===== src/rtl/sdram_peri_exerciser_if.sv =====
// Byte-wide register bus between the exerciser (master) and sdram_peri (slave).
// Writes are single we=1 cycles; reads return dat_r a fixed latency after the address cycle.
interface sdram_peri_exerciser_if #(
  parameter int ADR_W = 14
) ();
  logic [ADR_W-1:0] adr;
  logic             we;
  logic [7:0]       dat_w;
  logic [7:0]       dat_r;

  modport master (output adr, output we, output dat_w, input dat_r);
  modport slave  (input adr, input we, input dat_w, output dat_r);
endinterface


===== src/rtl/sdram_peri_exerciser.sv =====
// Bring-up / self-test master for sdram_peri: configures it, fills the buffer with a
// seeded pattern, runs SDRAM write and/or read, polls status and verifies the read-back.
module sdram_peri_exerciser #(
  parameter int ADR_W        = 14,
  parameter int PAGE         = 1,
  parameter int WORD_BYTES   = 4,
  parameter int MAX_BURST    = 8,
  parameter int INIT_WAIT    = 255,
  parameter int RD_LAT       = 1,
  parameter int POLL_TIMEOUT = 65535
) (
  input  logic                  clk,
  input  logic                  rst_n,
  input  logic                  start,
  input  logic [1:0]            mode,
  input  logic [7:0]            burst_len,
  input  logic [31:0]           sdram_addr,
  input  logic [31:0]           seed,
  sdram_peri_exerciser_if.master bus,
  output logic                  busy,
  output logic                  done,
  output logic                  pass,
  output logic                  cfg_err,
  output logic                  timeout,
  output logic [7:0]            err_count,
  output logic [7:0]            first_err_idx,
  output logic [7:0]            state
);

  localparam logic [ADR_W-10:0] PAGE_B       = PAGE[ADR_W-10:0];
  localparam logic [ADR_W-1:0]  NULL_ADR     = {PAGE_B, 9'd0};
  localparam logic [8:0]        REG_IDX      = 9'd9;
  localparam logic [8:0]        REG_LEN      = 9'd10;
  localparam logic [8:0]        REG_CMD      = 9'd11;
  localparam logic [8:0]        REG_STAT     = 9'd12;
  localparam logic [7:0]        MAX_BURST_L  = MAX_BURST[7:0];
  localparam logic [31:0]       INIT_WAIT_L  = INIT_WAIT;
  localparam logic [31:0]       POLL_TO_L    = POLL_TIMEOUT;
  localparam logic [7:0]        RD_LAT_L     = RD_LAT[7:0];
  localparam logic [3:0]        WB_L         = WORD_BYTES[3:0];
  localparam int                LAST_B_I     = WORD_BYTES - 1;
  localparam logic [2:0]        LAST_BYTE    = LAST_B_I[2:0];
  localparam logic [31:0]       WORD_MASK    = (WORD_BYTES >= 4) ? 32'hFFFF_FFFF
                                               : ((32'd1 << (8 * WORD_BYTES)) - 32'd1);

  typedef enum logic [7:0] {
    S_RESET_WAIT = 8'd0,
    S_IDLE       = 8'd1,
    S_CFG        = 8'd2,
    S_FILL       = 8'd3,
    S_GO         = 8'd4,
    S_POLL       = 8'd5,
    S_VERIFY     = 8'd6,
    S_DONE       = 8'd7
  } state_t;

  state_t           state_r;
  logic [31:0]      wait_cnt_r;
  logic [31:0]      poll_cnt_r;
  logic [7:0]       lat_r;
  logic [3:0]       step_r;
  logic [7:0]       word_r;
  logic [2:0]       byte_r;
  logic [1:0]       sub_r;
  logic             rd_phase_r;
  logic [1:0]       mode_r;
  logic [7:0]       len_r;
  logic [31:0]      addr_r;
  logic [31:0]      seed_r;
  logic [31:0]      asm_r;
  logic [ADR_W-1:0] adr_r;
  logic             we_r;
  logic [7:0]       dat_w_r;
  logic             busy_r;
  logic             done_r;
  logic             pass_r;
  logic             cfg_err_r;
  logic             timeout_r;
  logic [7:0]       err_count_r;
  logic [7:0]       first_err_idx_r;

  logic [31:0]      pat_word_s;
  logic [31:0]      rd_word_s;
  logic [31:0]      poll_next_s;
  logic             rd_cmd_s;

  function automatic logic [31:0] pattern_word(input logic [31:0] s, input logic [7:0] idx);
    logic [31:0] prod;
    prod = {24'd0, idx} * 32'h0101_0101;
    return (s + prod) & WORD_MASK;
  endfunction

  function automatic logic [7:0] pick_byte(input logic [31:0] w, input logic [2:0] b);
    case (b)
      3'd0:    return w[7:0];
      3'd1:    return w[15:8];
      3'd2:    return w[23:16];
      3'd3:    return w[31:24];
      default: return 8'd0;
    endcase
  endfunction

  function automatic logic [31:0] set_byte(input logic [31:0] w, input logic [2:0] b,
                                           input logic [7:0] v);
    logic [31:0] r;
    r = w;
    case (b)
      3'd0:    r[7:0]   = v;
      3'd1:    r[15:8]  = v;
      3'd2:    r[23:16] = v;
      3'd3:    r[31:24] = v;
      default: r = w;
    endcase
    return r;
  endfunction

  // Current pattern word, word assembled with the incoming byte, next poll count.
  always_comb begin
    pat_word_s  = pattern_word(seed_r, word_r);
    rd_word_s   = set_byte(asm_r, byte_r, bus.dat_r) & WORD_MASK;
    poll_next_s = poll_cnt_r + 32'd1;
    rd_cmd_s    = rd_phase_r || (mode_r == 2'd1);
  end

  // Run sequencer: state, registered bus drive and result registers.
  always_ff @(posedge clk or negedge rst_n) begin
    if (!rst_n) begin
      state_r         <= S_RESET_WAIT;
      wait_cnt_r      <= 32'd0;
      poll_cnt_r      <= 32'd0;
      lat_r           <= 8'd0;
      step_r          <= 4'd0;
      word_r          <= 8'd0;
      byte_r          <= 3'd0;
      sub_r           <= 2'd0;
      rd_phase_r      <= 1'b0;
      mode_r          <= 2'd0;
      len_r           <= 8'd0;
      addr_r          <= 32'd0;
      seed_r          <= 32'd0;
      asm_r           <= 32'd0;
      adr_r           <= NULL_ADR;
      we_r            <= 1'b0;
      dat_w_r         <= 8'd0;
      busy_r          <= 1'b0;
      done_r          <= 1'b0;
      pass_r          <= 1'b0;
      cfg_err_r       <= 1'b0;
      timeout_r       <= 1'b0;
      err_count_r     <= 8'd0;
      first_err_idx_r <= 8'hFF;
    end else begin
      adr_r   <= NULL_ADR;
      we_r    <= 1'b0;
      dat_w_r <= 8'd0;
      done_r  <= 1'b0;
      case (state_r)
        S_RESET_WAIT: begin
          if ((wait_cnt_r + 32'd1) >= INIT_WAIT_L) begin
            state_r <= S_IDLE;
          end else begin
            wait_cnt_r <= wait_cnt_r + 32'd1;
          end
        end
        S_IDLE: begin
          if (start) begin
            mode_r     <= (mode == 2'd3) ? 2'd2 : mode;
            len_r      <= burst_len;
            addr_r     <= sdram_addr;
            seed_r     <= seed;
            busy_r     <= 1'b1;
            pass_r     <= 1'b0;
            rd_phase_r <= 1'b0;
            step_r     <= 4'd0;
            word_r     <= 8'd0;
            if ((burst_len == 8'd0) || (burst_len > MAX_BURST_L)) begin
              cfg_err_r <= 1'b1;
              state_r   <= S_DONE;
            end else begin
              cfg_err_r       <= 1'b0;
              timeout_r       <= 1'b0;
              err_count_r     <= 8'd0;
              first_err_idx_r <= 8'hFF;
              state_r         <= S_CFG;
            end
          end
        end
        S_CFG: begin
          we_r    <= 1'b1;
          adr_r   <= {PAGE_B, (step_r == 4'd0) ? REG_LEN : {5'd0, step_r}};
          dat_w_r <= (step_r == 4'd0) ? len_r : pick_byte(addr_r, step_r[2:0] - 3'd1);
          if (step_r == 4'd4) begin
            step_r  <= 4'd0;
            word_r  <= 8'd0;
            state_r <= rd_cmd_s ? S_GO : S_FILL;
          end else begin
            step_r <= step_r + 4'd1;
          end
        end
        S_FILL: begin
          we_r <= 1'b1;
          if (step_r == 4'd0) begin
            adr_r   <= {PAGE_B, REG_IDX};
            dat_w_r <= word_r;
          end else begin
            adr_r   <= {PAGE_B, 9'd4 + {5'd0, step_r}};
            dat_w_r <= pick_byte(pat_word_s, step_r[2:0] - 3'd1);
          end
          if (step_r == WB_L) begin
            step_r <= 4'd0;
            if (word_r == (len_r - 8'd1)) begin
              state_r <= S_GO;
            end else begin
              word_r <= word_r + 8'd1;
            end
          end else begin
            step_r <= step_r + 4'd1;
          end
        end
        S_GO: begin
          we_r       <= 1'b1;
          adr_r      <= {PAGE_B, REG_CMD};
          dat_w_r    <= rd_cmd_s ? 8'd1 : 8'd0;
          step_r     <= 4'd0;
          poll_cnt_r <= 32'd0;
          state_r    <= S_POLL;
        end
        // Steps 0/1 are the settle cycles, 2 issues a status read, 3 waits for dat_r.
        S_POLL: begin
          if (step_r < 4'd2) begin
            step_r <= step_r + 4'd1;
          end else if (step_r == 4'd2) begin
            adr_r  <= {PAGE_B, REG_STAT};
            lat_r  <= 8'd0;
            step_r <= 4'd3;
          end else if (lat_r == RD_LAT_L) begin
            poll_cnt_r <= poll_next_s;
            if (!bus.dat_r[0]) begin
              if (mode_r == 2'd0) begin
                state_r <= S_DONE;
              end else if ((mode_r == 2'd2) && !rd_phase_r) begin
                rd_phase_r <= 1'b1;
                step_r     <= 4'd0;
                state_r    <= S_CFG;
              end else begin
                word_r  <= 8'd0;
                sub_r   <= 2'd0;
                state_r <= S_VERIFY;
              end
            end else if (poll_next_s >= POLL_TO_L) begin
              timeout_r <= 1'b1;
              pass_r    <= 1'b0;
              state_r   <= S_DONE;
            end else begin
              step_r <= 4'd2;
            end
          end else begin
            lat_r <= lat_r + 8'd1;
          end
        end
        S_VERIFY: begin
          case (sub_r)
            2'd0: begin
              we_r    <= 1'b1;
              adr_r   <= {PAGE_B, REG_IDX};
              dat_w_r <= word_r;
              byte_r  <= 3'd0;
              asm_r   <= 32'd0;
              sub_r   <= 2'd1;
            end
            2'd1: begin
              adr_r <= {PAGE_B, 9'd5 + {6'd0, byte_r}};
              lat_r <= 8'd0;
              sub_r <= 2'd2;
            end
            default: begin
              if (lat_r == RD_LAT_L) begin
                asm_r <= rd_word_s;
                if (byte_r == LAST_BYTE) begin
                  if ((mode_r == 2'd2) && (rd_word_s != pat_word_s)) begin
                    if (err_count_r != 8'hFF) begin
                      err_count_r <= err_count_r + 8'd1;
                    end
                    if (first_err_idx_r == 8'hFF) begin
                      first_err_idx_r <= word_r;
                    end
                  end
                  if (word_r == (len_r - 8'd1)) begin
                    state_r <= S_DONE;
                  end else begin
                    word_r <= word_r + 8'd1;
                    sub_r  <= 2'd0;
                  end
                end else begin
                  byte_r <= byte_r + 3'd1;
                  sub_r  <= 2'd1;
                end
              end else begin
                lat_r <= lat_r + 8'd1;
              end
            end
          endcase
        end
        S_DONE: begin
          done_r  <= 1'b1;
          busy_r  <= 1'b0;
          pass_r  <= !timeout_r && (err_count_r == 8'd0) && !cfg_err_r;
          state_r <= S_IDLE;
        end
        default: begin
          state_r <= S_IDLE;
        end
      endcase
    end
  end

  assign bus.adr       = adr_r;
  assign bus.we        = we_r;
  assign bus.dat_w     = dat_w_r;
  assign busy          = busy_r;
  assign done          = done_r;
  assign pass          = pass_r;
  assign cfg_err       = cfg_err_r;
  assign timeout       = timeout_r;
  assign err_count     = err_count_r;
  assign first_err_idx = first_err_idx_r;
  assign state         = state_r;

endmodule


===== src/flat_wrapper.sv =====
// flat-port wrapper written by rule: the top's interface ports become plain ports
module sdram_peri_exerciser_flat 
#(
  parameter int ADR_W        = 14,
  parameter int PAGE         = 1,
  parameter int WORD_BYTES   = 4,
  parameter int MAX_BURST    = 8,
  parameter int INIT_WAIT    = 255,
  parameter int RD_LAT       = 1,
  parameter int POLL_TIMEOUT = 65535
)
  (clk, rst_n, start, mode, burst_len, sdram_addr, seed, busy, done, pass, cfg_err, timeout, err_count, first_err_idx, state, bus_adr, bus_we, bus_dat_w, bus_dat_r);
  sdram_peri_exerciser_if #(.ADR_W(ADR_W)) bus_i ();
  input  logic clk;
  input  logic rst_n;
  input  logic start;
  input  logic [1:0] mode;
  input  logic [7:0] burst_len;
  input  logic [31:0] sdram_addr;
  input  logic [31:0] seed;
  output logic busy;
  output logic done;
  output logic pass;
  output logic cfg_err;
  output logic timeout;
  output logic [7:0] err_count;
  output logic [7:0] first_err_idx;
  output logic [7:0] state;
  output wire logic [$bits(bus_i.adr)-1:0] bus_adr;
  output wire logic [$bits(bus_i.we)-1:0] bus_we;
  output wire logic [$bits(bus_i.dat_w)-1:0] bus_dat_w;
  input wire logic [$bits(bus_i.dat_r)-1:0] bus_dat_r;
  assign bus_adr = bus_i.adr;
  assign bus_we = bus_i.we;
  assign bus_dat_w = bus_i.dat_w;
  assign bus_i.dat_r = bus_dat_r;
  sdram_peri_exerciser #(.ADR_W(ADR_W), .PAGE(PAGE), .WORD_BYTES(WORD_BYTES), .MAX_BURST(MAX_BURST), .INIT_WAIT(INIT_WAIT), .RD_LAT(RD_LAT), .POLL_TIMEOUT(POLL_TIMEOUT)) u_core (.clk(clk), .rst_n(rst_n), .start(start), .mode(mode), .burst_len(burst_len), .sdram_addr(sdram_addr), .seed(seed), .bus(bus_i), .busy(busy), .done(done), .pass(pass), .cfg_err(cfg_err), .timeout(timeout), .err_count(err_count), .first_err_idx(first_err_idx), .state(state));
endmodule

===== config.mk =====
export PLATFORM = sky130hd
export DESIGN_NAME = sdram_peri_exerciser_flat
export DESIGN_NICKNAME = d
export VERILOG_FILES = /design/src/rtl/sdram_peri_exerciser_if.sv /design/src/rtl/sdram_peri_exerciser.sv /design/src/flat_wrapper.sv
export SDC_FILE = /design/constraint.sdc
export NUM_CORES = 1
export LEC_CHECK = 0
export ABC_AREA = 1
export CORE_ASPECT_RATIO = 1.25
export CORE_MARGIN = 4
export CORE_UTILIZATION = 40
export CTS_CLUSTER_DIAMETER = 50
export DETAILED_ROUTE_END_ITERATION = 10
export HOLD_SLACK_MARGIN = 0.1
export PLACE_DENSITY = 0.6
export SLEW_MARGIN = 20
export SYNTH_ARGS = -nofsm -noshare
export SYNTH_HDL_FRONTEND = slang
export SYNTH_SLANG_ARGS = --single-unit

===== constraint.sdc =====
create_clock -name clk -period 4.6 [get_ports clk]
set_clock_uncertainty 0.1 [all_clocks]
set_input_delay 1.15 -clock clk [delete_from_list [all_inputs] [get_ports clk]]
set_output_delay 1.15 -clock clk [all_outputs]
set_load 0.005 [all_outputs]

; Word-level counts from Yosys, hierarchy flattened
; Cells that the tools add are included.
[classes]
muxes = 130
eq_ne = 55
reduce_logical = 45
mul = 1
n_addsub = 12
magnitude_cmp = 4
n_bitwise = 2
[ops]
columns = op, count
row1 = two-way mux 8 bit, 52
row2 = two-way mux 32 bit, 4
row3 = one-hot mux 32 bit (2 select lines), 2
row4 = one-hot mux 8 bit (4 select lines), 3
row5 = one-hot mux 14 bit (5 select lines), 1
row6 = adder 32 x 1 -> 32 bit (second input constant), 2
row7 = one-hot mux 8 bit (2 select lines), 4
row8 = one-hot mux 8 bit (7 select lines), 1
row9 = two-way mux 4 bit, 11
row10 = one-hot mux 8 bit (5 select lines), 1
row11 = adder 32 bit, 1
row12 = equality test 8 x 3 -> 1 bit (second input constant), 4
row13 = greater-or-equal comparator 32 x 16 -> 1 bit (second input constant), 1
row14 = greater-or-equal comparator 32 x 8 -> 1 bit (second input constant), 1
row15 = multiplier 8 x 25 -> 32 bit (second input constant), 1
row16 = inequality test 32 bit, 1
row17 = AND reduction 8 bit, 4
row18 = inequality test 2 x 1 -> 1 bit (second input constant), 13
row19 = AND reduction 13 bit, 2
row20 = adder 8 x 1 -> 8 bit (second input constant), 3
row21 = zero test 8 bit, 3
row22 = two-way mux 1 bit, 24
row23 = inequality test 2 bit (second input constant), 11
row24 = two-way mux 2 bit, 10
row25 = other kinds (52), 89
[word_totals]
input_bits = 85
ff_bits = 248
out_inout_bits = 52
wordCells = 273

; Logic depth before layout (Yosys ltp)
; Gate-level depths: netlist of the first run.
[logic_depth]
word_depth = 9
ltp_mapped = 30
depth_no_buf = 30

; Worst setup path after synthesis of the first run
; Ideal clock, no wire load.
[synth_timing]
kind = reg-to-reg
start = register u_core.word_r[1]
end = register u_core.err_count_r[0], in the netlist u_core.err_count[0]
path_buffers = 1
synth_period_minus_slack_ps = 3883
required_time_ps = 4383
stages_incl_launch_ff = 31
arrival_ps = 3666
setup_slack_ps = 717
setup_ps = 117
cell_sequence = dfrtp_1 > ha_1 > ha_1 > ha_1 > inv_1 > fa_1 > inv_1 > ha_1 > inv_1 > fa_1 > inv_1 > nand3_1 > nand2_1 > nand2_1 > nand2_1 > nand2_1 > nand2_1 > nand2_1 > nand2_1 > nand2_1 > nor2_1 > nand2_1 > nor2_1 > nand2_1 > nor2_1 > nand2_1 > nand2_2 > nand2_4 > buf_6 > nand3_1 > nand2_1
[synth_between]
elab_chain_len = 6
[synth_lines]
columns = element, line
row1 = start: declaration, sdram_peri_exerciser.sv:62  ; logic [7:0] word_r;
row2 = start signal: assignment, sdram_peri_exerciser.sv:214  ; word_r <= word_r + 8'd1;
row3 = start signal: assignment, sdram_peri_exerciser.sv:291  ; word_r <= word_r + 8'd1;
row4 = multiplier 8 x 25 -> 32 bit, sdram_peri_exerciser.sv:89  ; prod = {24'd0, idx} * 32'h0101_0101;
row5 = adder 32 bit, sdram_peri_exerciser.sv:90  ; return (s + prod) & WORD_MASK;
row6 = inequality test 32 bit, sdram_peri_exerciser.sv:280  ; if ((mode_r == 2'd2) && (rd_word_s != pat_word_s)) begin
row7 = logical AND 1 bit, sdram_peri_exerciser.sv:280
row8 = inequality test 2 x 1 -> 1 bit (no line), --
row9 = AND reduction 8 bit (no line), --
row10 = end signal: assignment, sdram_peri_exerciser.sv:282  ; err_count_r <= err_count_r + 8'd1;
row11 = end: declaration, sdram_peri_exerciser.sv:79  ; logic [7:0] err_count_r;
; Every way passes these cells.
; A chain may end at the register's enable or synchronous reset.

; Worst setup path in the final report of the first run
[layout_timing]
start = register u_core.seed_r[1]
end = register u_core.err_count_r[4], in the netlist u_core.err_count[4]
[layout_between]
elab_chain_len = 5
[layout_lines]
columns = element, line
row1 = start: declaration, sdram_peri_exerciser.sv:69  ; logic [31:0] seed_r;
row2 = start signal: assignment, sdram_peri_exerciser.sv:140  ; seed_r <= 32'd0;
row3 = start signal: assignment, sdram_peri_exerciser.sv:170  ; seed_r <= seed;
row4 = adder 32 bit, sdram_peri_exerciser.sv:90
row5 = inequality test 32 bit, sdram_peri_exerciser.sv:280
row6 = logical AND 1 bit, sdram_peri_exerciser.sv:280
row7 = inequality test 2 x 1 -> 1 bit (no line), --
row8 = AND reduction 8 bit (no line), --
; Every way passes these cells.

==> impl_metrics.prom, run 1 <==
# TYPE chip_impl_metric gauge
chip_impl_metric{name="power.density_cell_area",unit="nW/um^2"} 239
chip_impl_metric{name="detailedPlacementHpwl",unit="mm"} 42.0
chip_impl_metric{name="slew_headroom",unit=""} 0.435
chip_impl_metric{name="antenna_found_initial",unit=""} 1
chip_impl_metric{name="design.die.area",unit="sq um"} 45000
chip_impl_metric{name="core_area",unit="sq um"} 41100
chip_impl_info{name="grt_setup_unrepaired",value="no"} 1
chip_impl_metric{name="worstPathArrival",unit="ns"} 4.68
chip_impl_info{name="commonest_non_fill_non_tap_cells_in_the_layout",value="sky130_fd_sc_hd__nand2_1, sky130_fd_sc_hd__inv_1, sky130_fd_sc_hd__dfrtp_1, sky130_fd_sc_hd__nor2_1, sky130_fd_sc_hd__nand3_1"} 1
chip_impl_metric{name="finish.net_count",unit=""} 2719
chip_impl_metric{name="worstPathMaxFanout",unit=""} 18
chip_impl_metric{name="power.combinational.fraction",unit=""} 0.031
chip_impl_metric{name="finalSetupTns",unit="ns"} 0
chip_impl_metric{name="sequentialPowerShare",unit=""} 0.440
chip_impl_metric{name="max_freq",unit="GHz"} 0.235
chip_impl_info{name="outcome",value="complete, no violations"} 1
chip_impl_metric{name="postSynthRegisterBits",unit=""} 234
chip_impl_metric{name="power_leakage",unit="nW"} 10.1
chip_impl_metric{name="first_iter_violations",unit=""} 1033
chip_impl_metric{name="clock_tree.htree_level_count",unit=""} 1
chip_impl_metric{name="drive_gt1_frac",unit=""} 0.0480
chip_impl_metric{name="final_period_minus_worst_setup_slack",unit="ns"} 4.26
chip_impl_metric{name="drt_pass1_iterations",unit=""} 7
chip_impl_metric{name="max_cap_viol_count",unit=""} 0
chip_impl_metric{name="port_buffers",unit=""} 122
chip_impl_metric{name="multi_input_area",unit="sq um"} 9300
chip_impl_metric{name="crit_required",unit="ns"} 5.02
chip_impl_metric{name="vias_per_cell",unit=""} 5.12
chip_impl_info{name="timing.critical_path.to_type",value="register"} 1
chip_impl_metric{name="clock_tree.buffer_depth",unit=""} 3
chip_impl_metric{name="num-fill-cells",unit=""} 4204
chip_impl_metric{name="first_global_vias",unit=""} 15900
chip_impl_metric{name="place.detailed.instances",unit=""} 3039
chip_impl_metric{name="wl",unit="mm"} 52.5
chip_impl_metric{name="final.period_utilization",unit=""} 0.927
chip_impl_metric{name="power_switching",unit="mW"} 1.06
chip_impl_metric{name="die_height",unit="um"} 236
chip_impl_info{name="synth.top_cells.by_area",value="sky130_fd_sc_hd__dfrtp_1, sky130_fd_sc_hd__nand2_1, sky130_fd_sc_hd__ha_1"} 1
chip_impl_metric{name="syn-cell-area",unit="sq um"} 16700
chip_impl_metric{name="synth_top_cell_area_share",unit=""} 0.339
chip_impl_metric{name="num_rows",unit=""} 83
chip_impl_metric{name="cts.clk_slew.worst_paths",unit="ns"} 0.06
chip_impl_metric{name="intPower",unit="mW"} 3.62
chip_impl_metric{name="globalRouteTotalUtil",unit=""} 0.230
chip_impl_info{name="critical_path.most_common_cell",value="sky130_fd_sc_hd__nand2_1"} 1
chip_impl_metric{name="globalRoute.totalOverflow",unit=""} 0
chip_impl_metric{name="drc",unit=""} 0
chip_impl_info{name="leading_cell_type_in_the_layout_fill_and_taps_excluded",value="sky130_fd_sc_hd__nand2_1"} 1
chip_impl_info{name="cp_slowest_cell",value="sky130_fd_sc_hd__fa_1"} 1
chip_impl_metric{name="power.share.clock",unit=""} 0.529
chip_impl_info{name="cts_root_buffer",value="sky130_fd_sc_hd__clkbuf_16"} 1
chip_impl_metric{name="ant_nets",unit=""} 0
chip_impl_metric{name="worst_slew_pin_slew",unit="ns"} 0.847
chip_impl_metric{name="tritoncts.num_buffers",unit=""} 30
chip_impl_metric{name="finalMaxSlewViolations",unit=""} 0
chip_impl_metric{name="netlist_instances",unit=""} 2396
chip_impl_metric{name="ys_types",unit=""} 55
chip_impl_metric{name="synth_seq_area_share",unit=""} 0.352
chip_impl_metric{name="area.growth.synth_to_final",unit="%"} 17.3
chip_impl_metric{name="total_number_of_vias",unit=""} 15900
chip_impl_metric{name="switching_share",unit=""} 0.226
chip_impl_metric{name="synth_area_per_cell",unit="sq um"} 6.95
chip_impl_metric{name="setup_viol",unit=""} 0
chip_impl_info{name="timing.critical_path.from_type",value="register"} 1
chip_impl_metric{name="critPathMaxStageDelay",unit="ns"} 0.41
chip_impl_metric{name="synth_warnings",unit=""} 0
chip_impl_metric{name="cts_num_sinks",unit=""} 234
chip_impl_metric{name="cts_setup_buffers",unit=""} 0
chip_impl_metric{name="stdcell_count",unit=""} 3096
chip_impl_info{name="tritoncts",value="done"} 1
chip_impl_metric{name="worst_skew_pair.late_latency",unit="ns"} 0.58
chip_impl_metric{name="regArea",unit="sq um"} 5870
chip_impl_metric{name="wl_per_cell",unit="um"} 17.0
chip_impl_metric{name="initial_standard_cell_utilization_of_the_core",unit=""} 0.405
chip_impl_metric{name="finalHoldViolations",unit=""} 0
chip_impl_metric{name="vdd_ir_drop_max",unit="V"} 0.000259
chip_impl_info{name="min_path_type",value="register to register"} 1
chip_impl_metric{name="global_route_wire_length_before_repair",unit="mm"} 83.9
chip_impl_metric{name="io-pin-count",unit=""} 137
chip_impl_metric{name="grt_start_max_net_pins",unit=""} 99
chip_impl_info{name="synth_largest_area_cell",value="sky130_fd_sc_hd__dfrtp_1"} 1
chip_impl_metric{name="die_width",unit="um"} 191
chip_impl_metric{name="routability_cong",unit=""} 0.976
chip_impl_info{name="criticalPathCategory",value="register to register"} 1
chip_impl_metric{name="cts_hold_buffers",unit=""} 0
==> worst max-delay path, delay by kind of cell (launching register included) <==
family	cells	cell delay, ns
AND/OR/NAND/NOR	18	1.78
flip-flops	1	0.38
adder cells (fa/ha/maj)	6	1.63
buffers and inverters	4	0.32
==> timing repair <==
| action | in CTS | in global routing |
|---|---|---|
| setup endpoints to repair | 0 | 16 |
| hold endpoints to repair | 0 | 0 |
| gates resized for setup | 0 | 5 |
==> Yosys cell counts, drive strengths merged <==
| cell | n |
|---|---|
| a21boi | 1 |
| conb | 2 |
| a31oi | 1 |
| a21oi | 58 |
| clkbuf | 33 |
| a21o | 1 |
| o41ai | 4 |
| a22o | 11 |
| nand4 | 34 |
| dfrtp | 226 |
| nor2 | 214 |
| o21ai | 112 |
| inv | 330 |
| or2 | 1 |
| buf | 27 |
| nor4 | 19 |
| o211ai | 6 |
| and2 | 3 |
| o22ai | 37 |
| o221ai | 8 |
| a221oi | 2 |
| o2111ai | 1 |
| a22oi | 1 |
| xnor2 | 10 |
| xor2 | 65 |
| dfstp | 8 |
| nand3b | 8 |
| and3 | 5 |
| nor3 | 55 |
| ha | 110 |
| nor3b | 4 |
| clkinv | 5 |
| nand3 | 160 |
| nand2 | 812 |
| fa | 5 |
| a211oi | 1 |
| o311ai | 1 |
| o31ai | 15 |
==> layout make-up <==
class	instances	area share
Sequential cell	234	0.300
Multi-Input combinational cell	1779	0.476
Antenna cell	1	0.000128
Clock inverter	21	0.0135
Clock buffer	35	0.0409
Inverter	335	0.0644
Tap cell	552	0.0353
Timing Repair Buffer	139	0.0699
==> stage by stage <==
stage / util / worst slack (ns) / hold slack [ns] / power, mW / cell area (sq um)
4_1_cts: 0.475 / 0.301 / 0.381 / 4.74 / 19500
3_5_place_dp: 0.449 / 0.268 / 0.366 / 2.24 / 18500
3_3_place_gp: 0.449 / 0.328 / 0.366 / 2.24 / 18400
6_report: 0.475 / 0.337 / 0.380 / 4.67 / 19500
2_1_floorplan: - / 0.717 / 0.349 / 2.12 / 16700
5_1_grt: 0.475 / 0.0153 / 0.396 / 4.84 / 19500
==> sequential cells by signal, summed over array words and instances, names as in the netlist, 2 cells and up <==
| register | cells |
|---|---|
| u_core.addr_r | 32 |
| u_core.asm_r | 32 |
| u_core.bus.adr | 5 |
| u_core.bus.dat_w | 8 |
| u_core.byte_r | 3 |
| u_core.err_count | 8 |
| u_core.first_err_idx | 8 |
| u_core.lat_r | 8 |
| u_core.len_r | 8 |
| u_core.mode_r | 2 |
| u_core.poll_cnt_r | 32 |
| u_core.seed_r | 32 |
| u_core.state | 3 |
| u_core.step_r | 4 |
| u_core.sub_r | 2 |
| u_core.wait_cnt_r | 32 |
| u_core.word_r | 8 |
==> path summary, 6_finish.rpt <==
path	endpoint	slack, ns	start	cells past startpoint
setup / recovery	u_core.err_count[4]	0.34	u_core.seed_r[1]	28
hold / removal	u_core.first_err_idx[2]	0.38	u_core.first_err_idx[2]	2
setup reg to reg	u_core.err_count[4]	0.34	u_core.seed_r[1]	28
hold reg to reg	u_core.first_err_idx[2]	0.38	u_core.first_err_idx[2]	2
max in group asynchronous	u_core.seed_r[15]	2.90	rst_n	2
min in group asynchronous	u_core.poll_cnt_r[27]	0.49	rst_n	1
==> cells by family after synthesis <==
kind of cell / after synthesis / share of synthesized area
AO/OA/AOI/OAI: 260 / 0.0929
flip-flops: 234 / 0.352
buffers and inverters: 395 / 0.0948
other: 2 / 0.000451
adder cells (fa/ha/maj): 115 / 0.0886
AND/OR/NAND/NOR: 1315 / 0.332
XOR/XNOR: 75 / 0.0394
==> layer usage <==
metal | part of all wire | GRT usage | vias up
met1 | 0.41 | 0.283 | 7500
met2 | 0.51 | 0.418 | 335
met4 | 0.039 | 0.0845 | 0
met3 | 0.038 | 0.0209 | 103
met5 | 0 | 0 | -
li1 | - | - | 7918
==> power by group through the flow <==
stage	clock network, mW	logic, mW	registers [mW]
global route	2.62	0.160	2.06
finish	2.47	0.143	2.06
global placement	0	0.145	2.10
detailed placement	0	0.146	2.10
CTS	2.54	0.147	2.06
floorplan	0	0.0243	2.10
(Power assumes the default switching activity.)
==> run 2: changes to the inputs <==
Settings changed: CORE_MARGIN 4 to not set.
==> impl_metrics.prom, run 2 (synthesized netlist as in run 1, its figures left out) <==
# TYPE chip_impl_metric gauge
chip_impl_metric{name="die_height",unit="um"} 230
chip_impl_metric{name="power_leakage",unit="nW"} 10.1
chip_impl_info{name="timing.critical_path.from_type",value="register"} 1
chip_impl_metric{name="port_buffers",unit=""} 122
chip_impl_metric{name="use_met3",unit=""} 0.0234
chip_impl_metric{name="max_freq",unit="GHz"} 0.235
chip_impl_metric{name="diodes",unit=""} 0
chip_impl_metric{name="place_area",unit="sq um"} 18500
chip_impl_metric{name="detailedPlacementHpwl",unit="mm"} 41.6
chip_impl_metric{name="crit_required",unit="ns"} 5.01
chip_impl_metric{name="grt_start_max_net_pins",unit=""} 81
chip_impl_metric{name="total_number_of_vias",unit=""} 15900
chip_impl_metric{name="cts_num_sinks",unit=""} 234
chip_impl_metric{name="finalSetupTns",unit="ns"} 0
chip_impl_metric{name="globalRouteTotalUtil",unit=""} 0.249
chip_impl_metric{name="wl_per_cell",unit="um"} 16.8
chip_impl_metric{name="global_route_wire_length_before_repair",unit="mm"} 83.3
chip_impl_metric{name="drive_gt1_frac",unit=""} 0.0502
chip_impl_metric{name="num-fill-cells",unit=""} 4214
chip_impl_metric{name="vias_per_cell",unit=""} 5.13
chip_impl_metric{name="vdd_ir_drop_max",unit="V"} 0.000283
chip_impl_metric{name="finalPower",unit="mW"} 4.57
chip_impl_metric{name="power.density_cell_area",unit="nW/um^2"} 234
chip_impl_info{name="leading_cell_type_in_the_layout_fill_and_taps_excluded",value="sky130_fd_sc_hd__nand2_1"} 1
chip_impl_info{name="min_path_type",value="register to register"} 1
chip_impl_metric{name="slew_headroom",unit=""} 0.457
chip_impl_metric{name="ctsResizeCount",unit=""} 0
chip_impl_metric{name="first_global_vias",unit=""} 15800
chip_impl_info{name="tritoncts",value="done"} 1
chip_impl_metric{name="design.die.area",unit="sq um"} 42500
chip_impl_metric{name="globalRouteMet2Util",unit=""} 0.460
chip_impl_info{name="cts_root_buffer",value="sky130_fd_sc_hd__clkbuf_16"} 1
chip_impl_metric{name="final.period_utilization",unit=""} 0.926
chip_impl_metric{name="first_iter_violations",unit=""} 1059
chip_impl_metric{name="ant_nets",unit=""} 0
chip_impl_metric{name="fin_area",unit="sq um"} 19600
chip_impl_metric{name="max_cap_viol_count",unit=""} 0
chip_impl_metric{name="drc",unit=""} 0
chip_impl_metric{name="globalRoute.totalOverflow",unit=""} 0
chip_impl_metric{name="routability_cong",unit=""} 0.945
chip_impl_metric{name="io-pin-count",unit=""} 137
chip_impl_metric{name="wl",unit="mm"} 52.0
chip_impl_metric{name="finalHoldViolations",unit=""} 0
chip_impl_metric{name="clock_tree.htree_level_count",unit=""} 1
chip_impl_metric{name="area.growth.synth_to_final",unit="%"} 17.4
chip_impl_metric{name="initial_standard_cell_utilization_of_the_core",unit=""} 0.405
chip_impl_metric{name="cts_setup_buffers",unit=""} 0
chip_impl_metric{name="worstPathMaxFanout",unit=""} 9
chip_impl_metric{name="core_area",unit="sq um"} 41100
chip_impl_metric{name="clock_tree.buffer_depth",unit=""} 3
chip_impl_metric{name="cts.clk_slew.worst_paths",unit="ns"} 0.06
chip_impl_metric{name="num_rows",unit=""} 83
chip_impl_metric{name="worst_hold_slack",unit="ns"} 0.382
chip_impl_metric{name="finalMaxSlewViolations",unit=""} 0
chip_impl_metric{name="cts_hold_buffers",unit=""} 0
chip_impl_metric{name="met1_usage",unit=""} 0.301
chip_impl_info{name="grt_setup_unrepaired",value="no"} 1
chip_impl_metric{name="antenna_found_initial",unit=""} 1
chip_impl_metric{name="worst_skew_pair.late_latency",unit="ns"} 0.58
chip_impl_metric{name="setup_viol",unit=""} 0
chip_impl_metric{name="final_period_minus_worst_setup_slack",unit="ns"} 4.26
chip_impl_metric{name="worstPathArrival",unit="ns"} 4.67
chip_impl_info{name="outcome",value="complete, no violations"} 1
chip_impl_metric{name="drt_pass1_iterations",unit=""} 7
chip_impl_metric{name="die_width",unit="um"} 185
chip_impl_info{name="criticalPathCategory",value="register to register"} 1
chip_impl_metric{name="finish.net_count",unit=""} 2724
chip_impl_metric{name="tritoncts.num_buffers",unit=""} 31
chip_impl_info{name="commonest_non_fill_non_tap_cells_in_the_layout",value="sky130_fd_sc_hd__nand2_1, sky130_fd_sc_hd__inv_1, sky130_fd_sc_hd__dfrtp_1, sky130_fd_sc_hd__nor2_1, sky130_fd_sc_hd__nand3_1"} 1
chip_impl_info{name="busiest_layer",value="met2"} 1
chip_impl_metric{name="final_core_util",unit=""} 0.476
chip_impl_metric{name="worst_slew_pin_slew",unit="ns"} 0.815
chip_impl_info{name="timing.critical_path.to_type",value="register"} 1
==> run 2: cell count changes in the layout (fill, tap and decap cells not counted), sizes merged <==
cell      previous run  this run
bufinv               4         2
inv                334       337
diode                1         0
clkinv              14        12
buf                 18        21
clkbuf              35        39
nand2              812       813
clkinvlp             4         3
==> run 2: worst paths after layout <==
path	startpoint	end	slack, ns	depth (start not counted)
hold / removal	u_core.addr_r[21]	u_core.addr_r[21]	0.38	2
min in group asynchronous	rst_n	u_core.wait_cnt_r[24]	0.42	1
hold reg to reg	u_core.addr_r[21]	u_core.addr_r[21]	0.38	2
max in group asynchronous	rst_n	u_core.len_r[3]	3.06	2
setup / recovery	u_core.word_r[1]	u_core.err_count[7]	0.34	23
setup reg to reg	u_core.word_r[1]	u_core.err_count[7]	0.34	23
==> run 2: cell type report <==
| cell class | count | area (sq um) | share of cell area |
|---|---|---|---|
| multi-input cells | 1780 | 9330 | 0.477 |
| flip-flops and latches | 234 | 5870 | 0.300 |
| repair buffers | 142 | 1410 | 0.0723 |
| inverters | 335 | 1260 | 0.0643 |
| clock buffers | 39 | 826 | 0.0422 |
| well taps | 552 | 691 | 0.0353 |
| clock inverters | 19 | 184 | 0.00940 |
==> run 2: through the flow <==
stage | cells | worst slack (ns)
finish | 3101 | 0.342
global route | 3101 | 0.0373
CTS | 3100 | 0.242
detailed placement | 3042 | 0.256
global placement | 3042 | 0.321
floorplan | 2408 | 0.717
==> run 2: power breakdown <==
part | leakage (nW) | total (mW) | internal [mW] | switching [mW]
clock | 0.494 | 2.36 | 1.40 | 0.965
sequential | 2.97 | 2.06 | 2.06 | 0
combinational | 6.60 | 0.146 | 0.0724 | 0.0737
==> run 2: worst max-delay path, stage by stage, from the launching register on <==
cell and delay (ns):
sky130_fd_sc_hd__dfrtp_1 0.40, sky130_fd_sc_hd__buf_4 0.17, sky130_fd_sc_hd__ha_1 0.17, sky130_fd_sc_hd__ha_1 0.27, sky130_fd_sc_hd__ha_1 0.20, sky130_fd_sc_hd__fa_1 0.40, sky130_fd_sc_hd__ha_1 0.38, sky130_fd_sc_hd__nand2_1 0.16
sky130_fd_sc_hd__inv_1 0.06, sky130_fd_sc_hd__a21oi_1 0.18, sky130_fd_sc_hd__nand2_1 0.15, sky130_fd_sc_hd__a21oi_1 0.27, sky130_fd_sc_hd__nand3_1 0.16, sky130_fd_sc_hd__nand3_1 0.11, sky130_fd_sc_hd__nand2_1 0.05, sky130_fd_sc_hd__nor2_1 0.15
sky130_fd_sc_hd__nand2_1 0.09, sky130_fd_sc_hd__nor2_1 0.13, sky130_fd_sc_hd__nand2_2 0.11, sky130_fd_sc_hd__nand2_4 0.13, sky130_fd_sc_hd__nand2_8 0.11, sky130_fd_sc_hd__nand2_8 0.12, sky130_fd_sc_hd__nand2_1 0.06, sky130_fd_sc_hd__nand2_1 0.07
==> run 2: metal layers <==
metal,vias up,wire (um)
li1,7923,-
met1,7504,21400
met3,95,2040
met4,2,1540
met5,-,11
met2,389,27000
